--- src/rtl/euler_row_scheduler_if.sv ---
// Pipeline and result-memory bus between euler_row_scheduler and the
// Euler matrix-vector MAC pipeline / state memory.
// master: the scheduler side; slave: the pipeline/memory side.
interface euler_row_scheduler_if #(
  parameter int ADD_SIZE  = 16,
  parameter int DATA_SIZE = 16,
  parameter int MAX_DIM   = 6
);
  logic                        pipe_start;
  logic                        pipe_return_default;
  logic                        pipe_final_done;
  logic        [MAX_DIM-1:0]   shape_rows;
  logic        [MAX_DIM-1:0]   shape_cols;
  logic                        pipe_data_ready;
  logic signed [DATA_SIZE-1:0] pipe_out_acc;
  logic                        pipe_overflow;
  logic                        res_wr_en;
  logic        [ADD_SIZE-1:0]  res_wr_addr;
  logic signed [DATA_SIZE-1:0] res_wr_data;

  modport master (
    output pipe_start, pipe_return_default, pipe_final_done,
    output shape_rows, shape_cols,
    input  pipe_data_ready, pipe_out_acc, pipe_overflow,
    output res_wr_en, res_wr_addr, res_wr_data
  );

  modport slave (
    input  pipe_start, pipe_return_default, pipe_final_done,
    input  shape_rows, shape_cols,
    output pipe_data_ready, pipe_out_acc, pipe_overflow,
    input  res_wr_en, res_wr_addr, res_wr_data
  );
endinterface

--- src/rtl/euler_row_scheduler.sv ---
// Row-pass sequencer for the Euler MAC pipeline: issues one row at a time,
// writes each row result to the state/result memory at a running address,
// repeats for the programmed number of time steps, then signals final-done.
// Optional macro EULER_SCHED_WATCHDOG_EN adds a 12-bit WAIT_ROW watchdog and
// the sticky o_wd_timeout output.
module euler_row_scheduler #(
  parameter int ADD_SIZE  = 16,
  parameter int DATA_SIZE = 16,
  parameter int MAX_DIM   = 6,
  parameter int STEP_W    = 16
) (
  input  logic                clk,
  input  logic                rst,
  input  logic                i_start,
  input  logic [MAX_DIM-1:0]  i_cfg_rows,
  input  logic [MAX_DIM-1:0]  i_cfg_cols,
  input  logic [STEP_W-1:0]   i_cfg_steps,
  input  logic [ADD_SIZE-1:0] i_cfg_base,
  euler_row_scheduler_if.master bus,
  output logic                o_busy,
  output logic                o_done,
  output logic                o_error
`ifdef EULER_SCHED_WATCHDOG_EN
  ,
  output logic                o_wd_timeout
`endif
);

  typedef enum logic [2:0] {
    S_IDLE, S_CONFIG, S_ISSUE, S_WAIT_ROW,
    S_WRITE, S_NEXT_STEP, S_DONE, S_ERR
  } state_t;

  state_t              r_state;
  logic [MAX_DIM-1:0]  r_rows;
  logic [MAX_DIM-1:0]  r_cols;
  logic [MAX_DIM-1:0]  r_row;
  logic [STEP_W-1:0]   r_steps;
  logic [STEP_W-1:0]   r_step;
  logic [ADD_SIZE-1:0] r_addr;
  logic [ADD_SIZE-1:0] r_wr_addr;
  logic                r_pipe_start;
  logic                r_ret_default;
  logic                r_final_done;
  logic                r_wr_en;
  logic                r_busy;
  logic                r_done;
  logic                r_error;
`ifdef EULER_SCHED_WATCHDOG_EN
  logic [11:0]         r_wd;
  logic                r_wd_timeout;
`endif

  logic                w_ovf;
  logic                w_cfg_bad;
  logic                w_last_row;
  logic [STEP_W-1:0]   w_step_inc;
  logic                w_wr_live;

  // Overflow aborts from any busy state except ERR, which is already leaving.
  assign w_ovf      = bus.pipe_overflow && (r_state != S_IDLE) && (r_state != S_ERR);
  assign w_cfg_bad  = (i_cfg_rows == '0) || (i_cfg_cols == '0) || (i_cfg_steps == '0);
  assign w_last_row = (r_row == r_rows - MAX_DIM'(1));
  assign w_step_inc = r_step + STEP_W'(1);
  // A write in the same cycle as rst is suppressed; data is passed straight
  // through so the memory captures the accumulator as it stands in WRITE.
  assign w_wr_live  = r_wr_en && !rst;

  assign bus.pipe_start          = r_pipe_start;
  assign bus.pipe_return_default = r_ret_default;
  assign bus.pipe_final_done     = r_final_done;
  assign bus.shape_rows          = r_rows;
  assign bus.shape_cols          = r_cols;
  assign bus.res_wr_en           = w_wr_live;
  assign bus.res_wr_addr         = r_wr_addr;
  assign bus.res_wr_data         = w_wr_live ? bus.pipe_out_acc : '0;
  assign o_busy                  = r_busy;
  assign o_done                  = r_done;
  assign o_error                 = r_error;
`ifdef EULER_SCHED_WATCHDOG_EN
  assign o_wd_timeout            = r_wd_timeout;
`endif

  // Sequencer FSM; every output is registered on entry to the state that owns it.
  always_ff @(posedge clk) begin
    if (rst) begin
      r_state       <= S_IDLE;
      r_rows        <= '0;
      r_cols        <= '0;
      r_row         <= '0;
      r_steps       <= '0;
      r_step        <= '0;
      r_addr        <= '0;
      r_wr_addr     <= '0;
      r_pipe_start  <= 1'b0;
      r_ret_default <= 1'b0;
      r_final_done  <= 1'b0;
      r_wr_en       <= 1'b0;
      r_busy        <= 1'b0;
      r_done        <= 1'b0;
      r_error       <= 1'b0;
`ifdef EULER_SCHED_WATCHDOG_EN
      r_wd          <= '0;
      r_wd_timeout  <= 1'b0;
`endif
    end else begin
      r_pipe_start  <= 1'b0;
      r_ret_default <= 1'b0;
      r_final_done  <= 1'b0;
      r_wr_en       <= 1'b0;
      r_wr_addr     <= '0;
      r_done        <= 1'b0;
      if (w_ovf) begin
        r_state      <= S_ERR;
        r_error      <= 1'b1;
        r_final_done <= 1'b1;
      end else begin
        case (r_state)
          S_IDLE: begin
            if (i_start) begin
              r_state <= S_CONFIG;
              r_busy  <= 1'b1;
              r_error <= 1'b0;
`ifdef EULER_SCHED_WATCHDOG_EN
              r_wd_timeout <= 1'b0;
`endif
            end
          end
          S_CONFIG: begin
            r_rows  <= i_cfg_rows;
            r_cols  <= i_cfg_cols;
            r_steps <= i_cfg_steps;
            r_addr  <= i_cfg_base;
            r_row   <= '0;
            r_step  <= '0;
            if (w_cfg_bad) begin
              r_state      <= S_ERR;
              r_error      <= 1'b1;
              r_final_done <= 1'b1;
            end else begin
              r_state      <= S_ISSUE;
              r_pipe_start <= 1'b1;
            end
          end
          S_ISSUE: begin
            r_state <= S_WAIT_ROW;
`ifdef EULER_SCHED_WATCHDOG_EN
            r_wd    <= '0;
`endif
          end
          S_WAIT_ROW: begin
            if (bus.pipe_data_ready) begin
              r_state       <= S_WRITE;
              r_wr_en       <= 1'b1;
              r_wr_addr     <= r_addr;
              r_ret_default <= 1'b1;
            end
`ifdef EULER_SCHED_WATCHDOG_EN
            // 4095 cycles spent waiting (counter values 0..4094) is a hang.
            else if (r_wd == 12'hFFE) begin
              r_state      <= S_ERR;
              r_error      <= 1'b1;
              r_final_done <= 1'b1;
              r_wd_timeout <= 1'b1;
            end else begin
              r_wd <= r_wd + 12'd1;
            end
`endif
          end
          S_WRITE: begin
            r_addr <= r_addr + ADD_SIZE'(1);
            if (w_last_row) begin
              r_state <= S_NEXT_STEP;
            end else begin
              r_row        <= r_row + MAX_DIM'(1);
              r_state      <= S_ISSUE;
              r_pipe_start <= 1'b1;
            end
          end
          S_NEXT_STEP: begin
            r_row  <= '0;
            r_step <= w_step_inc;
            if (w_step_inc == r_steps) begin
              r_state      <= S_DONE;
              r_final_done <= 1'b1;
              r_done       <= 1'b1;
            end else begin
              r_state      <= S_ISSUE;
              r_pipe_start <= 1'b1;
            end
          end
          S_DONE, S_ERR: begin
            r_state <= S_IDLE;
            r_busy  <= 1'b0;
          end
          default: begin
            r_state <= S_IDLE;
            r_busy  <= 1'b0;
          end
        endcase
      end
    end
  end

endmodule
--- src/flat_wrapper.sv ---
// flat-port wrapper written by rule: the top's interface ports become plain ports
module euler_row_scheduler_flat 
#(
  parameter int ADD_SIZE  = 16,
  parameter int DATA_SIZE = 16,
  parameter int MAX_DIM   = 6,
  parameter int STEP_W    = 16
)
  (clk, rst, i_start, i_cfg_rows, i_cfg_cols, i_cfg_steps, i_cfg_base, o_busy, o_done, o_error, bus_pipe_start, bus_pipe_return_default, bus_pipe_final_done, bus_shape_rows, bus_shape_cols, bus_pipe_data_ready, bus_pipe_out_acc, bus_pipe_overflow, bus_res_wr_en, bus_res_wr_addr, bus_res_wr_data);
  euler_row_scheduler_if #(.ADD_SIZE(ADD_SIZE), .DATA_SIZE(DATA_SIZE), .MAX_DIM(MAX_DIM)) bus_i ();
  input  logic clk;
  input  logic rst;
  input  logic i_start;
  input  logic [MAX_DIM-1:0] i_cfg_rows;
  input  logic [MAX_DIM-1:0] i_cfg_cols;
  input  logic [STEP_W-1:0] i_cfg_steps;
  input  logic [ADD_SIZE-1:0] i_cfg_base;
  output logic o_busy;
  output logic o_done;
  output logic o_error;
  output wire logic [$bits(bus_i.pipe_start)-1:0] bus_pipe_start;
  output wire logic [$bits(bus_i.pipe_return_default)-1:0] bus_pipe_return_default;
  output wire logic [$bits(bus_i.pipe_final_done)-1:0] bus_pipe_final_done;
  output wire logic [$bits(bus_i.shape_rows)-1:0] bus_shape_rows;
  output wire logic [$bits(bus_i.shape_cols)-1:0] bus_shape_cols;
  input wire logic [$bits(bus_i.pipe_data_ready)-1:0] bus_pipe_data_ready;
  input wire logic [$bits(bus_i.pipe_out_acc)-1:0] bus_pipe_out_acc;
  input wire logic [$bits(bus_i.pipe_overflow)-1:0] bus_pipe_overflow;
  output wire logic [$bits(bus_i.res_wr_en)-1:0] bus_res_wr_en;
  output wire logic [$bits(bus_i.res_wr_addr)-1:0] bus_res_wr_addr;
  output wire logic [$bits(bus_i.res_wr_data)-1:0] bus_res_wr_data;
  assign bus_pipe_start = bus_i.pipe_start;
  assign bus_pipe_return_default = bus_i.pipe_return_default;
  assign bus_pipe_final_done = bus_i.pipe_final_done;
  assign bus_shape_rows = bus_i.shape_rows;
  assign bus_shape_cols = bus_i.shape_cols;
  assign bus_i.pipe_data_ready = bus_pipe_data_ready;
  assign bus_i.pipe_out_acc = bus_pipe_out_acc;
  assign bus_i.pipe_overflow = bus_pipe_overflow;
  assign bus_res_wr_en = bus_i.res_wr_en;
  assign bus_res_wr_addr = bus_i.res_wr_addr;
  assign bus_res_wr_data = bus_i.res_wr_data;
  euler_row_scheduler #(.ADD_SIZE(ADD_SIZE), .DATA_SIZE(DATA_SIZE), .MAX_DIM(MAX_DIM), .STEP_W(STEP_W)) u_core (.clk(clk), .rst(rst), .i_start(i_start), .i_cfg_rows(i_cfg_rows), .i_cfg_cols(i_cfg_cols), .i_cfg_steps(i_cfg_steps), .i_cfg_base(i_cfg_base), .bus(bus_i), .o_busy(o_busy), .o_done(o_done), .o_error(o_error));
endmodule
--- config.mk ---
export PLATFORM = sky130hd
export DESIGN_NAME = euler_row_scheduler_flat
export DESIGN_NICKNAME = d
export VERILOG_FILES = /design/src/rtl/euler_row_scheduler_if.sv /design/src/rtl/euler_row_scheduler.sv /design/src/flat_wrapper.sv
export SDC_FILE = /design/constraint.sdc
export NUM_CORES = 1
export LEC_CHECK = 0
export ABC_AREA = 1
export ABC_CLOCK_PERIOD_IN_PS = 2300
export BUFFER_PORTS_ARGS = -buffer_cell sky130_fd_sc_hd__buf_2
export CAP_MARGIN = 10
export CORE_UTILIZATION = 52
export DETAILED_ROUTE_END_ITERATION = 10
export PLACE_DENSITY_LB_ADDON = 0.2
export SETUP_SLACK_MARGIN = 0.1
export SLEW_MARGIN = 25
export SYNTH_ARGS = -nofsm -noshare
export SYNTH_HDL_FRONTEND = slang
export SYNTH_SLANG_ARGS = --single-unit
--- constraint.sdc ---
create_clock -name clk -period 2.3 [get_ports clk]
set_input_delay 0.575 -clock clk [delete_from_list [all_inputs] [get_ports clk]]
set_output_delay 0.575 -clock clk [all_outputs]
set_load 0.01 [all_outputs]
### Yosys cells after proc, flatten, opt, wreduce, memory -nomap -nowiden

Cells that the tools add are included.

| word-level totals | value |
|---|---|
| word-level logic and storage cells | 93 |
| output and inout port bits | 51 |
| input bits | 65 |
| bits in registers | 91 |

| operators by class | value |
|---|---|
| equality and inequality tests | 15 |
| $add $sub $neg | 4 |
| mux-type cells | 27 |
| bitwise gates (word level) | 4 |
| reduce and logical (&&, ||, !) cells | 29 |

Operators with widths:

| kind | count |
|---|---|
| 16-bit case mux with 2 select lines | 2 |
| 16-bit by 1-bit adder with 16-bit output (second input constant) | 2 |
| 3-bit case mux with 7 select lines | 1 |
| 3-bit 2-to-1 mux | 6 |
| 16-bit == test | 1 |
| 16-bit logical NOT | 1 |
| 16-bit 2-to-1 mux | 1 |
| 3-bit == test (second input constant) | 4 |
| 6-bit logical NOT | 2 |
| 6-bit case mux with 2 select lines | 1 |
| 1-bit 2-to-1 mux | 11 |
| 3-bit AND reduction | 3 |
| 2-bit AND reduction | 4 |
| 2-bit nonzero test | 4 |
| 6-bit by 1-bit adder with 6-bit output (second input constant) | 1 |
| 3-bit by 2-bit == test with 1-bit output (second input constant) | 2 |
| 6-bit == test | 1 |
| 6-bit 2-to-1 mux | 1 |
| 3-bit by 2-bit != test with 1-bit output (second input constant) | 2 |
| 1-bit case mux with 2 select lines | 3 |
| 3-bit nonzero test | 2 |
| 2-bit OR reduction | 3 |
| 3-bit OR reduction | 2 |
| 6-bit by 1-bit subtractor with 6-bit output (second input constant) | 1 |
| other kinds (11) | 18 |

### Depth between registers and ports, before layout

| depth | value |
|---|---|
| word-level depth | 6 |
| mapped depth | 15 |
| depth with buffers taken out | 15 |

### Worst setup path before layout

No wires, ideal clock.

| path | value |
|---|---|
| path type | input to output |
| from | input port rst |
| to | output port bus_res_wr_data[10] |
| stages | 4 |
| path buffers | 1 |
| arrival | 1256 ps |
| path slack | 469 ps |
| data required time | 1725 ps |
| cells stage by stage | inv_1 nand2_1 clkbuf_1 nor2_1 |

| between the ends | value |
|---|---|
| cells in the longest elaborated chain, start to end | 3 |

Ends and longest elaborated chain:

| element | line | text |
|---|---|---|
| start, declared | flat_wrapper.sv:12 | `input logic rst;` |
| 1-bit logical NOT | euler_row_scheduler.sv:67 | `assign w_wr_live = r_wr_en && !rst;` |
| 1-bit logical AND | euler_row_scheduler.sv:67 |  |
| 16-bit 2-to-1 mux | euler_row_scheduler.sv:76 | `assign bus.res_wr_data = w_wr_live ? bus.pipe_out_acc : '0;` |
| end, declared | flat_wrapper.sv:31 | `output wire logic [$bits(bus_i.res_wr_data)-1:0] bus_res_wr_data;` |

No other way between the ends.

### Final worst setup path

| path | value |
|---|---|
| from | register u_core.r_rows[0], in the netlist u_core.bus.shape_rows[0] |
| to | register u_core.r_row[1] |

| between the ends | value |
|---|---|
| cells in the longest elaborated chain, start to end | 4 |

Ends and longest elaborated chain:

| element | line | text |
|---|---|---|
| start, declared | euler_row_scheduler.sv:35 | `logic [MAX_DIM-1:0] r_rows;` |
| start signal, assigned | euler_row_scheduler.sv:130 | `r_rows <= i_cfg_rows;` |
| 6-bit by 1-bit subtractor with 6-bit output | euler_row_scheduler.sv:63 | `assign w_last_row = (r_row == r_rows - MAX_DIM'(1));` |
| 6-bit == test | euler_row_scheduler.sv:63 |  |
| 2-bit != test (no source line) | - |  |
| 3-bit AND reduction (no source line) | - |  |
| end signal, assigned | euler_row_scheduler.sv:175 | `r_row <= r_row + MAX_DIM'(1);` |
| end, declared | euler_row_scheduler.sv:37 | `logic [MAX_DIM-1:0] r_row;` |

No other way between the ends.
A chain may end at the register's enable or synchronous reset.

==> metrics.txt <==
# TYPE chip_impl_metric gauge
chip_impl_metric{name="min_period",unit="ns"} 2.01
chip_impl_metric{name="die_y",unit="µm"} 97.2
chip_impl_metric{name="standard_cell_rows",unit=""} 34
chip_impl_metric{name="required",unit="ns"} 2.54
chip_impl_metric{name="cellPowerDensity",unit="nW/µm²"} 907
chip_impl_info{name="crit_chain",value="inv_1 > ha_1 > xnor2_1 > nor2_1 > nand3_1 > nor2_1 > nand4_1 > nand3_2 > inv_1 > nand3_1 > a21oi_1"} 1
chip_impl_metric{name="insertedDiodeCount",unit=""} 0
chip_impl_metric{name="critical_path.n_buffers_inverters",unit=""} 2
chip_impl_metric{name="cts_hold_repair.buffers",unit=""} 0
chip_impl_metric{name="vias_per_cell",unit=""} 5.30
chip_impl_metric{name="max_slew_margin",unit="%"} 59.1
chip_impl_metric{name="max_clock_freq",unit="GHz"} 0.497
chip_impl_metric{name="fin_setup_tns",unit="ns"} 0
chip_impl_metric{name="cell_area_after_synthesis",unit="µm²"} 4720
chip_impl_metric{name="syn-num-nets",unit=""} 768
chip_impl_metric{name="hold_vio_cnt_final",unit=""} 0
chip_impl_metric{name="final-setup-viol-count",unit=""} 0
chip_impl_metric{name="remaining_drc_errors",unit=""} 0
chip_impl_metric{name="length_of_the_first_detailed_routing_pass_in_iterations",unit=""} 8
chip_impl_metric{name="clk_latency",unit="ns"} 0.37
chip_impl_metric{name="area_growth_syn_to_layout",unit="%"} 18.7
chip_impl_info{name="rsz0062_at_grt",value="true"} 1
chip_impl_info{name="outcome",value="completed"} 1
chip_impl_metric{name="synthSimpleGateAreaFrac",unit="%"} 32.6
chip_impl_metric{name="chipWidth",unit="µm"} 97.2
chip_impl_metric{name="h-tree-depth",unit=""} 3
chip_impl_metric{name="final.fill_count",unit=""} 833
chip_impl_metric{name="grt_start_max_net_pins",unit=""} 39
chip_impl_metric{name="globalplace.congestion",unit=""} 0.863
chip_impl_metric{name="power_leakage",unit="nW"} 2.53
chip_impl_metric{name="syn_area_per_cell",unit="µm²"} 6.75
chip_impl_info{name="critical_path.slowest_cell",value="sky130_fd_sc_hd__dfxtp_1"} 1
chip_impl_metric{name="grt_pass1_vias",unit=""} 4452
chip_impl_info{name="synth_top_family_by_area",value="simple AND/OR/NAND/NOR gates"} 1
chip_impl_metric{name="cts.path.max_buffers",unit=""} 2
chip_impl_metric{name="yosys.cell_types.count",unit=""} 41
chip_impl_metric{name="placeableCoreArea",unit="µm²"} 8760
chip_impl_metric{name="critical_path_arrival",unit="ns"} 2.25
chip_impl_metric{name="yosys-mux-area-fraction",unit="%"} 0
chip_impl_metric{name="wire_length_of_the_first_global_routing_pass",unit="µm"} 20400
chip_impl_metric{name="post_drt_wl_per_cell",unit="µm"} 13.2
chip_impl_metric{name="port-buffer-count",unit=""} 115
chip_impl_metric{name="grt-ovfl-total",unit=""} 0
chip_impl_metric{name="timing.critical_path.fanout_max",unit=""} 6
chip_impl_metric{name="fin_nets",unit=""} 877
chip_impl_metric{name="synth_warnings",unit=""} 0
chip_impl_metric{name="yosysSeqAreaShare",unit="%"} 38.6
chip_impl_metric{name="antenna_found_initial",unit=""} 0
chip_impl_metric{name="timing_worst_slew_pin_value",unit="ns"} 0.612
chip_impl_info{name="crit_path_end_kind",value="flop"} 1
chip_impl_metric{name="drive_gt1_share",unit="%"} 21.0
chip_impl_metric{name="via_count",unit=""} 4885
chip_impl_metric{name="cts_num_sinks",unit=""} 91
chip_impl_metric{name="timing.final.max_slew_violations",unit=""} 0
chip_impl_metric{name="postSynth.asyncResetShare",unit="%"} 0
chip_impl_metric{name="grt_util_all_layers",unit="%"} 26.1
chip_impl_info{name="worstHoldPathType",value="in -> reg"} 1
chip_impl_metric{name="floorplan.die_area",unit="µm²"} 9450
chip_impl_info{name="cts_tree",value="done"} 1
chip_impl_metric{name="io_pins",unit=""} 116
chip_impl_info{name="critical_path_class",value="reg -> reg"} 1
chip_impl_metric{name="synth_adder_area_share",unit="%"} 1.06
chip_impl_info{name="ctsRootBufferMaster",value="sky130_fd_sc_hd__clkbuf_8"} 1
chip_impl_metric{name="drv_cap",unit=""} 0
chip_impl_metric{name="floorplan.initialDensity",unit="%"} 53.8
chip_impl_metric{name="synth_xor_area_share",unit="%"} 4.11
chip_impl_metric{name="detail_route.wirelength",unit="µm"} 12200
chip_impl_metric{name="drt_iter0_drc",unit=""} 274
chip_impl_metric{name="cts_buffers",unit=""} 9
chip_impl_metric{name="synth-compound-area-share",unit="%"} 14.4
chip_impl_metric{name="dp.final_hpwl",unit="µm"} 8870
chip_impl_metric{name="final_antenna_net_count",unit=""} 0
chip_impl_info{name="worst_setup_path_start_kind",value="flop"} 1
chip_impl_metric{name="post_synthesis_register_bit_count",unit=""} 91
chip_impl_info{name="synth_flop_cell",value="sky130_fd_sc_hd__dfxtp_1"} 1
chip_impl_metric{name="syn_inst",unit=""} 699
chip_impl_metric{name="clk_transition_reported_paths",unit="ns"} 0.10
chip_impl_metric{name="timing.final.crit_share",unit="%"} 87.4
chip_impl_metric{name="fin_total_pwr",unit="mW"} 5.08
chip_impl_info{name="critPathTopFamily",value="simple AND/OR/NAND/NOR gates"} 1
chip_impl_metric{name="finalClockSkew",unit="ns"} 0.0135
chip_impl_metric{name="slowest_delay",unit="ns"} 0.38
chip_impl_metric{name="ir_worst_vdd",unit="mV"} 0.557
chip_impl_metric{name="synth_enable_flop_cells",unit=""} 0
-- sequential cells by signal, summed over array words and instances (netlist names) --
name	cells
u_core.r_state	3
u_core.o_busy	1
u_core.bus.pipe_return_default	1
u_core.bus.pipe_start	1
u_core.bus.shape_cols	6
u_core.bus.pipe_final_done	1
u_core.o_error	1
u_core.r_steps	16
u_core.r_step	16
u_core.bus.shape_rows	6
u_core.o_done	1
u_core.bus.res_wr_addr	16
u_core.r_addr	16
u_core.r_row	6
-- tightest hold or removal path: stages --
cell	delay (ns)
sky130_fd_sc_hd__buf_2	0.10
sky130_fd_sc_hd__inv_1	0.04
sky130_fd_sc_hd__a21oi_1	0.05
-- metrics by stage --
step | setup WS (ns) | instances | hold WS (ns) | instance area (µm²) | util (%)
6_report | 0.289 | 921 | 0.444 | 5600 | 63.9
5_1_grt | 0.0887 | 921 | 0.442 | 5600 | 63.9
4_1_cts | 0.271 | 920 | 0.434 | 5590 | 63.8
3_5_place_dp | 0.289 | 904 | 0.461 | 5370 | 61.3
3_3_place_gp | 0.355 | 904 | 0.453 | 5370 | 61.3
2_1_floorplan | 0.469 | 699 | 0.436 | 4720 | -
-- repair_timing --
action,4_1_cts,5_1_grt
endpoints found under the hold margin,0,0
setup endpoints to repair,0,6
gates resized for setup,0,1
buffers inserted,0,1
-- cell families (layout without fill, tap and decap cells) --
kind of cell | Yosys count | count (layout)
AND/OR/NAND/NOR | 348 | 348
buffers and inverters | 112 | 226
XOR/XNOR | 19 | 19
flip-flops | 91 | 91
AO/OA/AOI/OAI | 125 | 125
adder cells (fa/ha/maj) | 4 | 4
-- cell usage in the layout (no fill, tap or decap), types with 2 or more instances in the layout --
master and n:
sky130_fd_sc_hd__a211oi_1 2, sky130_fd_sc_hd__a21oi_1 56, sky130_fd_sc_hd__a221oi_1 4, sky130_fd_sc_hd__a311oi_1 2
sky130_fd_sc_hd__a31oi_1 4, sky130_fd_sc_hd__buf_2 115, sky130_fd_sc_hd__buf_4 7, sky130_fd_sc_hd__clkbuf_8 9
sky130_fd_sc_hd__clkinv_4 2, sky130_fd_sc_hd__dfxtp_1 91, sky130_fd_sc_hd__ha_1 3, sky130_fd_sc_hd__inv_1 79
sky130_fd_sc_hd__inv_2 8, sky130_fd_sc_hd__inv_8 2, sky130_fd_sc_hd__nand2_1 138, sky130_fd_sc_hd__nand2_2 2
sky130_fd_sc_hd__nand3_1 48, sky130_fd_sc_hd__nand3_2 5, sky130_fd_sc_hd__nand3b_1 2, sky130_fd_sc_hd__nand4_1 11
sky130_fd_sc_hd__nor2_1 115, sky130_fd_sc_hd__nor2_2 5, sky130_fd_sc_hd__nor2_4 3, sky130_fd_sc_hd__nor3_1 3
sky130_fd_sc_hd__nor3_2 2, sky130_fd_sc_hd__nor4_1 8, sky130_fd_sc_hd__o211ai_1 3, sky130_fd_sc_hd__o21ai_0 47
sky130_fd_sc_hd__o21ai_1 2, sky130_fd_sc_hd__or2_2 2, sky130_fd_sc_hd__xnor2_1 7, sky130_fd_sc_hd__xnor3_1 2
sky130_fd_sc_hd__xor2_1 10
-- worst paths after layout --
| kind | end | slack [ns] | start | cells after the start |
|---|---|---|---|---|
| min | u_core.r_steps[1] | 0.44 | i_cfg_steps[1] | 3 |
| max | u_core.r_row[1] | 0.29 | u_core.bus.shape_rows[0] | 11 |
| max reg2reg | u_core.r_row[1] | 0.29 | u_core.bus.shape_rows[0] | 11 |
| min reg2reg | u_core.r_addr[15] | 0.47 | u_core.r_addr[15] | 2 |
-- cell type report --
class	instances	area (µm²)	area share, %
Timing Repair Buffer	122	628	11.2
Sequential cell	91	1820	32.5
Clock buffer	9	124	2.21
Tap cell	108	135	2.41
Clock inverter	7	95.1	1.70
Inverter	88	332	5.92
Multi-Input combinational cell	496	2460	44.0
-- cells in the mapped netlist (all sizes together) (8+ instances only) --
cell type / count / area, µm²
nand2: 141 / 542
nor4: 8 / 50.1
nor2: 123 / 497
o21ai: 50 / 254
inv: 87 / 327
xor2: 10 / 87.6
nand3: 53 / 290
nand4: 12 / 81.3
buf: 8 / 42.5
dfxtp: 91 / 1820
clkbuf: 16 / 60.1
a21oi: 57 / 289
-- per-layer routing --
layer  vias up  wire length (µm)  share of wire, %  global-route usage, %
met5         -                 0                 0                      0
met4         0               114              0.93                   7.69
met3        10               944               7.7                   4.82
met2       211              5580                46                   42.7
met1      2186              5560                46                   35.1
li1       2478                 -                 -                      -
-- where the power goes --
group	internal, mW	switching [mW]	total, mW
logic	0.634	1.10	1.74
registers	1.88	0.280	2.16
clock network	0.535	0.647	1.18
Power figures use the tool's default switching activity.
